## config.mk

```make
export PLATFORM = sky130hd
export DESIGN_NAME = h264_mb_sched
export DESIGN_NICKNAME = d
export VERILOG_FILES = /design/src/rtl/h264_mb_sched.sv
export SDC_FILE = /design/constraint.sdc
export NUM_CORES = 1
export LEC_CHECK = 0
export CAP_MARGIN = 0
export CORE_MARGIN = 3
export CORE_UTILIZATION = 62
export CTS_CLUSTER_DIAMETER = 40
export DETAILED_ROUTE_END_ITERATION = 8
export DONT_BUFFER_PORTS = 1
export GPL_ROUTABILITY_DRIVEN = 0
export HOLD_SLACK_MARGIN = 0.12
export PLACE_DENSITY = 0.77
export SYNTH_ARGS = -nofsm -noshare
export SYNTH_HDL_FRONTEND = slang
export SYNTH_SLANG_ARGS = --single-unit
```

## constraint.sdc

```tcl
create_clock -name clk -period 3.1 [get_ports clk]
set_clock_uncertainty 0.1 [all_clocks]
set_input_delay 0.62 -clock clk [delete_from_list [all_inputs] [get_ports clk]]
set_output_delay 0.62 -clock clk [all_outputs]
set_load 0.05 [all_outputs]
```

## src/rtl/h264_mb_sched.sv

```systemverilog
// Frame-level macroblock scheduler: raster walk, fetch sequencing and encode handoff.
// Optional fetch watchdog enabled by defining H264_MB_SCHED_TIMEOUT_EN.
module h264_mb_sched #(
    parameter int unsigned MB_CW       = 6,
    parameter int unsigned TIMEOUT_CYC = 1024
) (
    input  logic             clk,
    input  logic             rst,
    input  logic             frame_start_i,
    input  logic [MB_CW-1:0] frame_mb_w_i,
    input  logic [MB_CW-1:0] frame_mb_h_i,
    output logic             fetch_start_o,
    output logic [MB_CW-1:0] fetch_mb_x_o,
    output logic [MB_CW-1:0] fetch_mb_y_o,
    input  logic             fetch_finish_i,
    output logic             enc_start_o,
    output logic [MB_CW-1:0] enc_mb_x_o,
    output logic [MB_CW-1:0] enc_mb_y_o,
    input  logic             enc_done_i,
    output logic             busy_o,
    output logic             frame_done_o,
    output logic             err_o
);

    typedef enum logic [1:0] {
        F_IDLE  = 2'd0,
        F_ISSUE = 2'd1,
        F_WAIT  = 2'd2,
        F_HOLD  = 2'd3
    } f_state_t;

    typedef enum logic {
        E_IDLE = 1'b0,
        E_RUN  = 1'b1
    } e_state_t;

    if (TIMEOUT_CYC == 0) begin : g_bad_timeout
        $error("h264_mb_sched: TIMEOUT_CYC must be nonzero");
    end

    f_state_t         f_state;
    f_state_t         f_next;
    e_state_t         e_state;
    e_state_t         e_next;
    logic [MB_CW-1:0] mb_w;
    logic [MB_CW-1:0] mb_h;

    logic accept;
    logic enc_ready;
    logic handoff;
    logic last_mb;
    logic frame_end;
    logic timeout;

`ifdef H264_MB_SCHED_TIMEOUT_EN
    localparam int unsigned CNT_W = $clog2(TIMEOUT_CYC + 1);
    logic [CNT_W-1:0] wait_cnt;
`endif

    // Next-state logic for both FSMs; a handoff moves the fetched MB into the encoder.
    always_comb begin
        f_next    = f_state;
        e_next    = e_state;
        handoff   = 1'b0;
        timeout   = 1'b0;
        accept    = frame_start_i && !busy_o && (frame_mb_w_i != '0) && (frame_mb_h_i != '0);
        enc_ready = (e_state == E_IDLE) || enc_done_i;
        last_mb   = (fetch_mb_x_o == mb_w - MB_CW'(1)) && (fetch_mb_y_o == mb_h - MB_CW'(1));
        frame_end = busy_o && (e_state == E_RUN) && enc_done_i && (f_state == F_IDLE);
`ifdef H264_MB_SCHED_TIMEOUT_EN
        timeout   = (f_state == F_WAIT) && !fetch_finish_i
                    && (wait_cnt == CNT_W'(TIMEOUT_CYC - 1));
`endif

        case (f_state)
            F_IDLE: begin
                if (accept) begin
                    f_next = F_ISSUE;
                end
            end
            F_ISSUE: begin
                f_next = F_WAIT;
            end
            F_WAIT: begin
                // Bypass F_HOLD when the encoder is already free.
                if (fetch_finish_i) begin
                    if (e_state == E_IDLE) begin
                        handoff = 1'b1;
                    end else begin
                        f_next = F_HOLD;
                    end
                end
            end
            F_HOLD: begin
                if (enc_ready) begin
                    handoff = 1'b1;
                end
            end
            default: begin
                f_next = F_IDLE;
            end
        endcase

        if (handoff) begin
            f_next = last_mb ? F_IDLE : F_ISSUE;
        end

        case (e_state)
            E_IDLE: begin
                if (handoff) begin
                    e_next = E_RUN;
                end
            end
            E_RUN: begin
                if (enc_done_i && !handoff) begin
                    e_next = E_IDLE;
                end
            end
            default: begin
                e_next = E_IDLE;
            end
        endcase

        if (timeout) begin
            f_next = F_IDLE;
            e_next = E_IDLE;
        end
    end

    // State registers.
    always_ff @(posedge clk or negedge rst) begin
        if (!rst) begin
            f_state <= F_IDLE;
            e_state <= E_IDLE;
        end else begin
            f_state <= f_next;
            e_state <= e_next;
        end
    end

    // Registered outputs, frame size and raster coordinates.
    always_ff @(posedge clk or negedge rst) begin
        if (!rst) begin
            fetch_start_o <= 1'b0;
            enc_start_o   <= 1'b0;
            frame_done_o  <= 1'b0;
            busy_o        <= 1'b0;
            mb_w          <= '0;
            mb_h          <= '0;
            fetch_mb_x_o  <= '0;
            fetch_mb_y_o  <= '0;
            enc_mb_x_o    <= '0;
            enc_mb_y_o    <= '0;
        end else begin
            fetch_start_o <= (f_next == F_ISSUE);
            enc_start_o   <= handoff;
            frame_done_o  <= frame_end;

            if (accept) begin
                busy_o <= 1'b1;
            end else if (frame_end || timeout) begin
                busy_o <= 1'b0;
            end

            if (accept) begin
                mb_w         <= frame_mb_w_i;
                mb_h         <= frame_mb_h_i;
                fetch_mb_x_o <= '0;
                fetch_mb_y_o <= '0;
            end else if (handoff) begin
                enc_mb_x_o <= fetch_mb_x_o;
                enc_mb_y_o <= fetch_mb_y_o;
                // The last MB leaves the coordinates in place so they never pass w-1/h-1.
                if (!last_mb) begin
                    if (fetch_mb_x_o == mb_w - MB_CW'(1)) begin
                        fetch_mb_x_o <= '0;
                        fetch_mb_y_o <= fetch_mb_y_o + MB_CW'(1);
                    end else begin
                        fetch_mb_x_o <= fetch_mb_x_o + MB_CW'(1);
                    end
                end
            end
        end
    end

`ifdef H264_MB_SCHED_TIMEOUT_EN
    // Fetch watchdog: counts cycles spent in F_WAIT; err_o is sticky until the next frame.
    always_ff @(posedge clk or negedge rst) begin
        if (!rst) begin
            wait_cnt <= '0;
            err_o    <= 1'b0;
        end else begin
            if ((f_state == F_WAIT) && (f_next == F_WAIT)) begin
                wait_cnt <= wait_cnt + CNT_W'(1);
            end else begin
                wait_cnt <= '0;
            end

            if (accept) begin
                err_o <= 1'b0;
            end else if (timeout) begin
                err_o <= 1'b1;
            end
        end
    end
`else
    assign err_o = 1'b0;
`endif

endmodule
```

# ---- Yosys cells after proc, flatten, opt, wreduce, memory -nomap -nowiden
# Cells that the tools add are included.
# W data, S select, Z words.
dict set report word_totals {
  ff_bits 43
  latchBits 0
  mem_bits_rw 0
  rom_bits 0
  inputBits 17
  out_inout_bits 29
  mem_count 0
}
dict set report op_classes {
  addsub 4
  multipliers 0
  div_mod_pow 0
  order_cmp 0
  n_eq_ne 7
  shifts 0
  mux 23
  bitwise 2
  n_reduce_logical 20
}
# op count
set ops {}
lappend ops {{$mux W6} 8}
lappend ops {{$add A6 B1 Y6 const B} 2}
lappend ops {{$eq A6 B6 Y1} 2}
lappend ops {{$reduce_bool A6 Y1} 2}
lappend ops {{$sub A6 B1 Y6 const B} 2}
lappend ops {{$logic_and A1 B1 Y1} 8}
lappend ops {{$mux W1} 8}
lappend ops {{$mux W2} 4}
lappend ops {{$pmux W2 S3} 1}
lappend ops {{$reduce_bool A2 Y1} 3}
lappend ops {{$eq A2 B1 Y1 const B} 2}
lappend ops {{$eq A2 B2 Y1 const B} 2}
lappend ops {{$pmux W1 S2} 2}
lappend ops {{$reduce_and A2 Y1} 2}
lappend ops {{$reduce_and A3 Y1} 1}
lappend ops {{$logic_not A1 Y1} 2}
lappend ops {{$logic_not A2 Y1} 1}
lappend ops {{$ne A2 B2 Y1 const B} 1}
lappend ops {{$not A1 Y1} 2}
lappend ops {{$logic_or A1 B1 Y1} 1}

# ---- Depth between registers and ports, before layout
dict set report depth {
  ltp_word 8
  mapped_depth 9
}

# ---- Worst setup path before layout
# OpenSTA, ideal clock, no wires.
dict set report synth_path {
  kind {reg-to-reg}
  startpoint {register fetch_mb_x_o[2]}
  endpoint {register fetch_mb_x_o[4]}
  setup_ns 0.158
  arrival_time_ns 2.318
  t_required_ns 2.842
  path_slack_ns 0.524
  stages_incl_launch_ff 8
  period_less_slack_ns 2.576
  cell_sequence {dfrtp_1 -> clkbuf_1 -> nand2b_1 -> or4_1 -> a32oi_4 -> nand2_1 -> a2111oi_0 -> a211oi_1}
}
dict set report synth_via {
  elab_chain_cells 5
}
# item line
set synth_rtl {}
lappend synth_rtl {{start: declaration} 13} ;# output logic [MB_CW-1:0] fetch_mb_x_o,
lappend synth_rtl {{start signal: assignment} 179} ;# fetch_mb_x_o <= fetch_mb_x_o + MB_CW'(1);
lappend synth_rtl {{$add A6 B1 Y6 or $eq A6 B6 Y1 (tied branches)} {179, 68, 175}}
lappend synth_rtl {{$mux W6} 175} ;# if (fetch_mb_x_o == mb_w - MB_CW'(1)) begin
lappend synth_rtl {{$mux W6} 174} ;# if (!last_mb) begin
lappend synth_rtl {{$mux W6} 170} ;# end else if (handoff) begin
lappend synth_rtl {{$mux W6} 165} ;# if (accept) begin
# Parallel ways exist; a longest one is shown, timed or not. The select of a mux whose other input is x is not followed.
# A chain may end at the register's enable or synchronous reset.

# ---- Worst setup path after layout
dict set report layout_path {
  startpoint {register mb_w[0]}
  endpoint {register fetch_mb_y_o[4]}
}
dict set report layout_via {
  elab_chain_cells 5
}
# item line
set layout_rtl {}
lappend layout_rtl {{start: declaration} 45} ;# logic [MB_CW-1:0] mb_w;
lappend layout_rtl {{start signal: assignment} 166} ;# mb_w <= frame_mb_w_i;
lappend layout_rtl {{$sub A6 B1 Y6 *} {68, 175}}
lappend layout_rtl {{$eq A6 B6 Y1 *} {68, 175}}
lappend layout_rtl {{$logic_and A1 B1 Y1} 68} ;# last_mb = (fetch_mb_x_o == mb_w - MB_CW'(1)) && (fetch_mb_y_o == mb_h - MB_CW'(1));
lappend layout_rtl {{$ne A2 B2 Y1 (no source line)} n/a}
lappend layout_rtl {{$reduce_and A3 Y1 (no source line) *} n/a}
lappend layout_rtl {{end signal: assignment} 177} ;# fetch_mb_y_o <= fetch_mb_y_o + MB_CW'(1);
lappend layout_rtl {{end: declaration} 14} ;# output logic [MB_CW-1:0] fetch_mb_y_o,
# Mark *: on every way between the ends. The rest lies on a longest branch, timed or not.

==> impl_metrics.prom <==
# TYPE chip_impl_metric gauge
chip_impl_metric{name="global_route.usage.met3",unit=""} 0.06325
chip_impl_info{name="setup.worst_path.class",value="register to register"} 1
chip_impl_metric{name="hpwl",unit="mm"} 3.438
chip_impl_metric{name="worstMarginPinSlew",unit="ns"} 0.6935
chip_impl_metric{name="async_reset_ff_frac",unit=""} 1.000
chip_impl_metric{name="timing.final.crit_period",unit="ns"} 2.569
chip_impl_metric{name="core_area",unit="sq um"} 3203
chip_impl_metric{name="slew_headroom",unit=""} 0.5377
chip_impl_metric{name="syn2layout_area_growth",unit="%"} 6.834
chip_impl_metric{name="setup_total_negative_slack",unit="ns"} 0
chip_impl_metric{name="global_route_usage_over_all_layers",unit=""} 0.2442
chip_impl_metric{name="synth_warnings",unit=""} 0
chip_impl_metric{name="p_leak",unit="nW"} 1.080
chip_impl_metric{name="stdcell_area",unit="sq um"} 2347
chip_impl_info{name="critPathLaunch",value="mb_w[0]$_DFFE_PN0N_"} 1
chip_impl_metric{name="rrSetupSlack",unit="ns"} 0.53
chip_impl_metric{name="final_net_count",unit=""} 255
chip_impl_metric{name="grt_util_met1",unit=""} 0.3138
chip_impl_info{name="status",value="finished clean"} 1
chip_impl_metric{name="wl",unit="mm"} 4.732
chip_impl_info{name="hold_path.class",value="primary input to register"} 1
chip_impl_metric{name="die_height",unit="um"} 65.53
chip_impl_metric{name="maxCapViolations",unit=""} 0
chip_impl_info{name="cts_tree",value="done"} 1
chip_impl_metric{name="grt_start_max_net_pins",unit=""} 44
chip_impl_metric{name="wire_per_inst",unit="um"} 17.02
chip_impl_info{name="synthTopCellsByArea",value="dfrtp_1 (49%), nand2_1 (7.2%), mux2_2 (6.2%)"} 1
chip_impl_metric{name="globalRouteOverflowTotal",unit=""} 0
chip_impl_metric{name="cp_slowest_stage_delay",unit="ns"} 0.50
chip_impl_metric{name="synth_compound_area_frac",unit=""} 0.1304
chip_impl_metric{name="post-synth-top-area-fraction",unit=""} 0.4897
chip_impl_metric{name="path_clk_slew",unit="ns"} 0.13
chip_impl_metric{name="synth_area",unit="sq um"} 2197
chip_impl_metric{name="timing.critical_path.arrival",unit="ns"} 2.75
chip_impl_metric{name="cts_post_setup_buffers_inserted",unit=""} 0
chip_impl_info{name="cts-root-buf",value="clkbuf_4"} 1
chip_impl_metric{name="cts_max_path_buffers",unit=""} 2
chip_impl_metric{name="insertedDiodeCount",unit=""} 0
chip_impl_metric{name="setup_viol",unit=""} 0
chip_impl_metric{name="cellPowerDensity",unit="nW/um^2"} 976.8
chip_impl_metric{name="placement.cell_area",unit="sq um"} 2266
chip_impl_metric{name="cts-hold-fix-buffers",unit=""} 2
chip_impl_metric{name="synth_simple_gate_area_frac",unit=""} 0.1959
chip_impl_metric{name="crit_buf_inv",unit=""} 0
chip_impl_metric{name="cts_made_buffers",unit=""} 5
chip_impl_metric{name="drive_above_1_share",unit=""} 0.1410
chip_impl_metric{name="rr_worst_depth",unit=""} 6
chip_impl_metric{name="effective_utilization_at_floorplan",unit=""} 0.6859
chip_impl_info{name="layout.cells.most_common",value="dfrtp_1"} 1
chip_impl_info{name="critPathCapture",value="fetch_mb_y_o[4]$_DFFE_PN0P_"} 1
chip_impl_metric{name="grt_util_met2",unit=""} 0.4058
chip_impl_metric{name="rows",unit=""} 20
chip_impl_metric{name="crit_cells",unit=""} 6
chip_impl_metric{name="syn_inst",unit=""} 227
chip_impl_metric{name="power.ir.vdd_worst",unit="V"} 0.0006162
chip_impl_metric{name="synth_xor_xnor_area_share",unit=""} 0.05182
chip_impl_metric{name="first_global_vias",unit=""} 1772
chip_impl_info{name="rsz0062_at_grt",value="no"} 1
chip_impl_metric{name="cts.sink_count",unit=""} 43
chip_impl_info{name="worstReg2RegStart",value="mb_w[0]$_DFFE_PN0N_"} 1
chip_impl_info{name="layout_common_cells",value="dfrtp_1 (43), nand2_1 (42), o21ai_0 (18)"} 1
chip_impl_metric{name="report.final.hold_viol_count",unit=""} 0
chip_impl_metric{name="drt_first_pass_iters",unit=""} 6
chip_impl_info{name="crit_path_end_kind",value="register"} 1
chip_impl_metric{name="die_area",unit="sq um"} 4294
chip_impl_metric{name="final_critical_path_share_of_the_clock_period",unit=""} 0.8288
chip_impl_info{name="dominant_combinational_cell_family_by_area_after_synthesis",value="simple AND/OR/NAND/NOR gates"} 1
chip_impl_info{name="crit_chain",value="or3_4 -> or4_4 -> a32oi_4 -> o2111ai_4 -> or3_1 -> a21oi_1"} 1
chip_impl_metric{name="mux_contribution_to_synthesized_area",unit=""} 0.06606
chip_impl_metric{name="worstSkewPairLatency",unit="ns"} 0.35
chip_impl_info{name="end_of_the_worst_register_to_register_path",value="fetch_mb_y_o[4]$_DFFE_PN0P_"} 1
chip_impl_metric{name="post_synth_fa_ha_maj_area_fraction",unit=""} 0.02278
chip_impl_metric{name="syn-mean-instance-area",unit="sq um"} 9.679
chip_impl_info{name="critical-path-slowest-cell",value="or4_4"} 1
chip_impl_info{name="timing.critical_path.from_type",value="register"} 1
chip_impl_metric{name="design.portCount",unit=""} 46
chip_impl_metric{name="initialDrtViolationCount",unit=""} 102
chip_impl_metric{name="fp.dieW",unit="um"} 65.53
chip_impl_metric{name="buffer_ports.inserted",unit=""} 0
chip_impl_metric{name="slew_violations",unit=""} 0
chip_impl_info{name="grt.busiest_layer",value="met2"} 1
chip_impl_info{name="synth_top_flop_cell",value="dfrtp_1"} 1
chip_impl_metric{name="timing.fmax",unit="GHz"} 0.3892
chip_impl_info{name="critical_path.top_delay_family",value="simple AND/OR/NAND/NOR gates"} 1
chip_impl_metric{name="drt_drc_violations_left",unit=""} 0
chip_impl_info{name="yosysTopAreaCell",value="dfrtp_1"} 1
chip_impl_metric{name="yosysUniqueCellTypes",unit=""} 39
chip_impl_metric{name="antenna_found_initial",unit=""} 0
chip_impl_metric{name="total_of_flip_flops_plus_latches_after_synthesis",unit=""} 43
chip_impl_metric{name="required",unit="ns"} 3.28
chip_impl_metric{name="synth-edff-count",unit=""} 0
chip_impl_metric{name="postRouteAntennaNets",unit=""} 0
chip_impl_metric{name="cts.htree.levels",unit=""} 2
chip_impl_metric{name="synth_seq_area_share",unit=""} 0.4897
chip_impl_metric{name="vias_per_cell",unit=""} 6.147
chip_impl_metric{name="number_of_cells_upsized_or_downsized_after_cts",unit=""} 0
chip_impl_metric{name="wire_length_of_the_first_global_routing_pass",unit="mm"} 8.024
chip_impl_metric{name="via_count",unit=""} 1709
chip_impl_metric{name="synth_nets",unit=""} 248
chip_impl_metric{name="path_max_fanout",unit=""} 9
## cell usage after synthesis, types with 3 or more instances
master,instances
xor2_1,6
nand3_1,7
inv_1,12
o21ai_0,18
a21oi_1,10
nand2b_1,3
or3_1,6
ha_1,4
xnor2_1,7
nor4_1,4
clkbuf_1,7
nor2_1,13
dfrtp_1,43
nand2_1,42
mux2_2,12
a211oi_1,3
## state kept, by name (all words and copies together) (netlist names), 2 cells and up
name	count
enc_mb_x_o	6
enc_mb_y_o	6
f_state	2
fetch_mb_x_o	6
fetch_mb_y_o	6
mb_h	6
mb_w	6
## worst min-delay path by stage
stage                     cells after the start             from             endpoint  slack (ns)
after global placement                        0              rst  mb_h[3]$_DFFE_PN0N_        0.23
after floorplan                               0              rst   busy_o$_DFFE_PN0P_        0.22
after global routing                          2  frame_mb_w_i[5]  mb_w[5]$_DFFE_PN0N_        0.26
after detailed placement                      0              rst  mb_h[0]$_DFFE_PN0N_        0.23
after CTS                                     2  frame_mb_w_i[5]  mb_w[5]$_DFFE_PN0N_        0.25
final                                         2  frame_mb_w_i[5]  mb_w[5]$_DFFE_PN0N_        0.26
## cells by family after synthesis
| logic type | count (synthesis) |
|---|---|
| xor+xnor | 13 |
| compound gates | 42 |
| simple gates | 89 |
| buf+inv | 22 |
| other cells | 1 |
| mux | 13 |
| fa+ha+maj | 4 |
| flops | 43 |
## report_power, final
part,leakage (nW),total (mW),switching [mW],internal (mW)
registers,0.563,1.11,0.382,0.724
logic,0.486,0.920,0.543,0.377
clock network,0.0310,0.266,0.181,0.0844
total,1.08,2.29,1.11,1.19
## through the flow
stage	utilization	std cells	total power [mW]	worst slack, ns	hold WS [ns]
after floorplan	-	227	1.784	0.5243	0.2244
after global placement	0.7074	269	1.960	0.6652	0.2253
after detailed placement	0.7074	269	2.016	0.5821	0.2256
after CTS	0.7328	278	2.299	0.5454	0.2503
after global routing	0.7328	278	2.457	0.3730	0.2551
final	0.7328	278	2.293	0.5306	0.2650
## routing by layer
| layer | part of all wire | vias up |
|---|---|---|
| met4 | 0.0087 | 0 |
| met2 | 0.50 | 60 |
| met1 | 0.42 | 837 |
| met5 | 0 | - |
| met3 | 0.068 | 5 |
| li1 | - | 807 |
## area by class of cell
class,count,area [sq um]
tap,44,55.05
fill,263,855.8
sequential,43,1076
clock buffer,5,37.54
timing repair buffer,10,90.09
inverter,12,45.04
multi-input combinational,162,1030
clock inverter,2,13.76
Note: power is estimated with default switching activity, not from simulation.
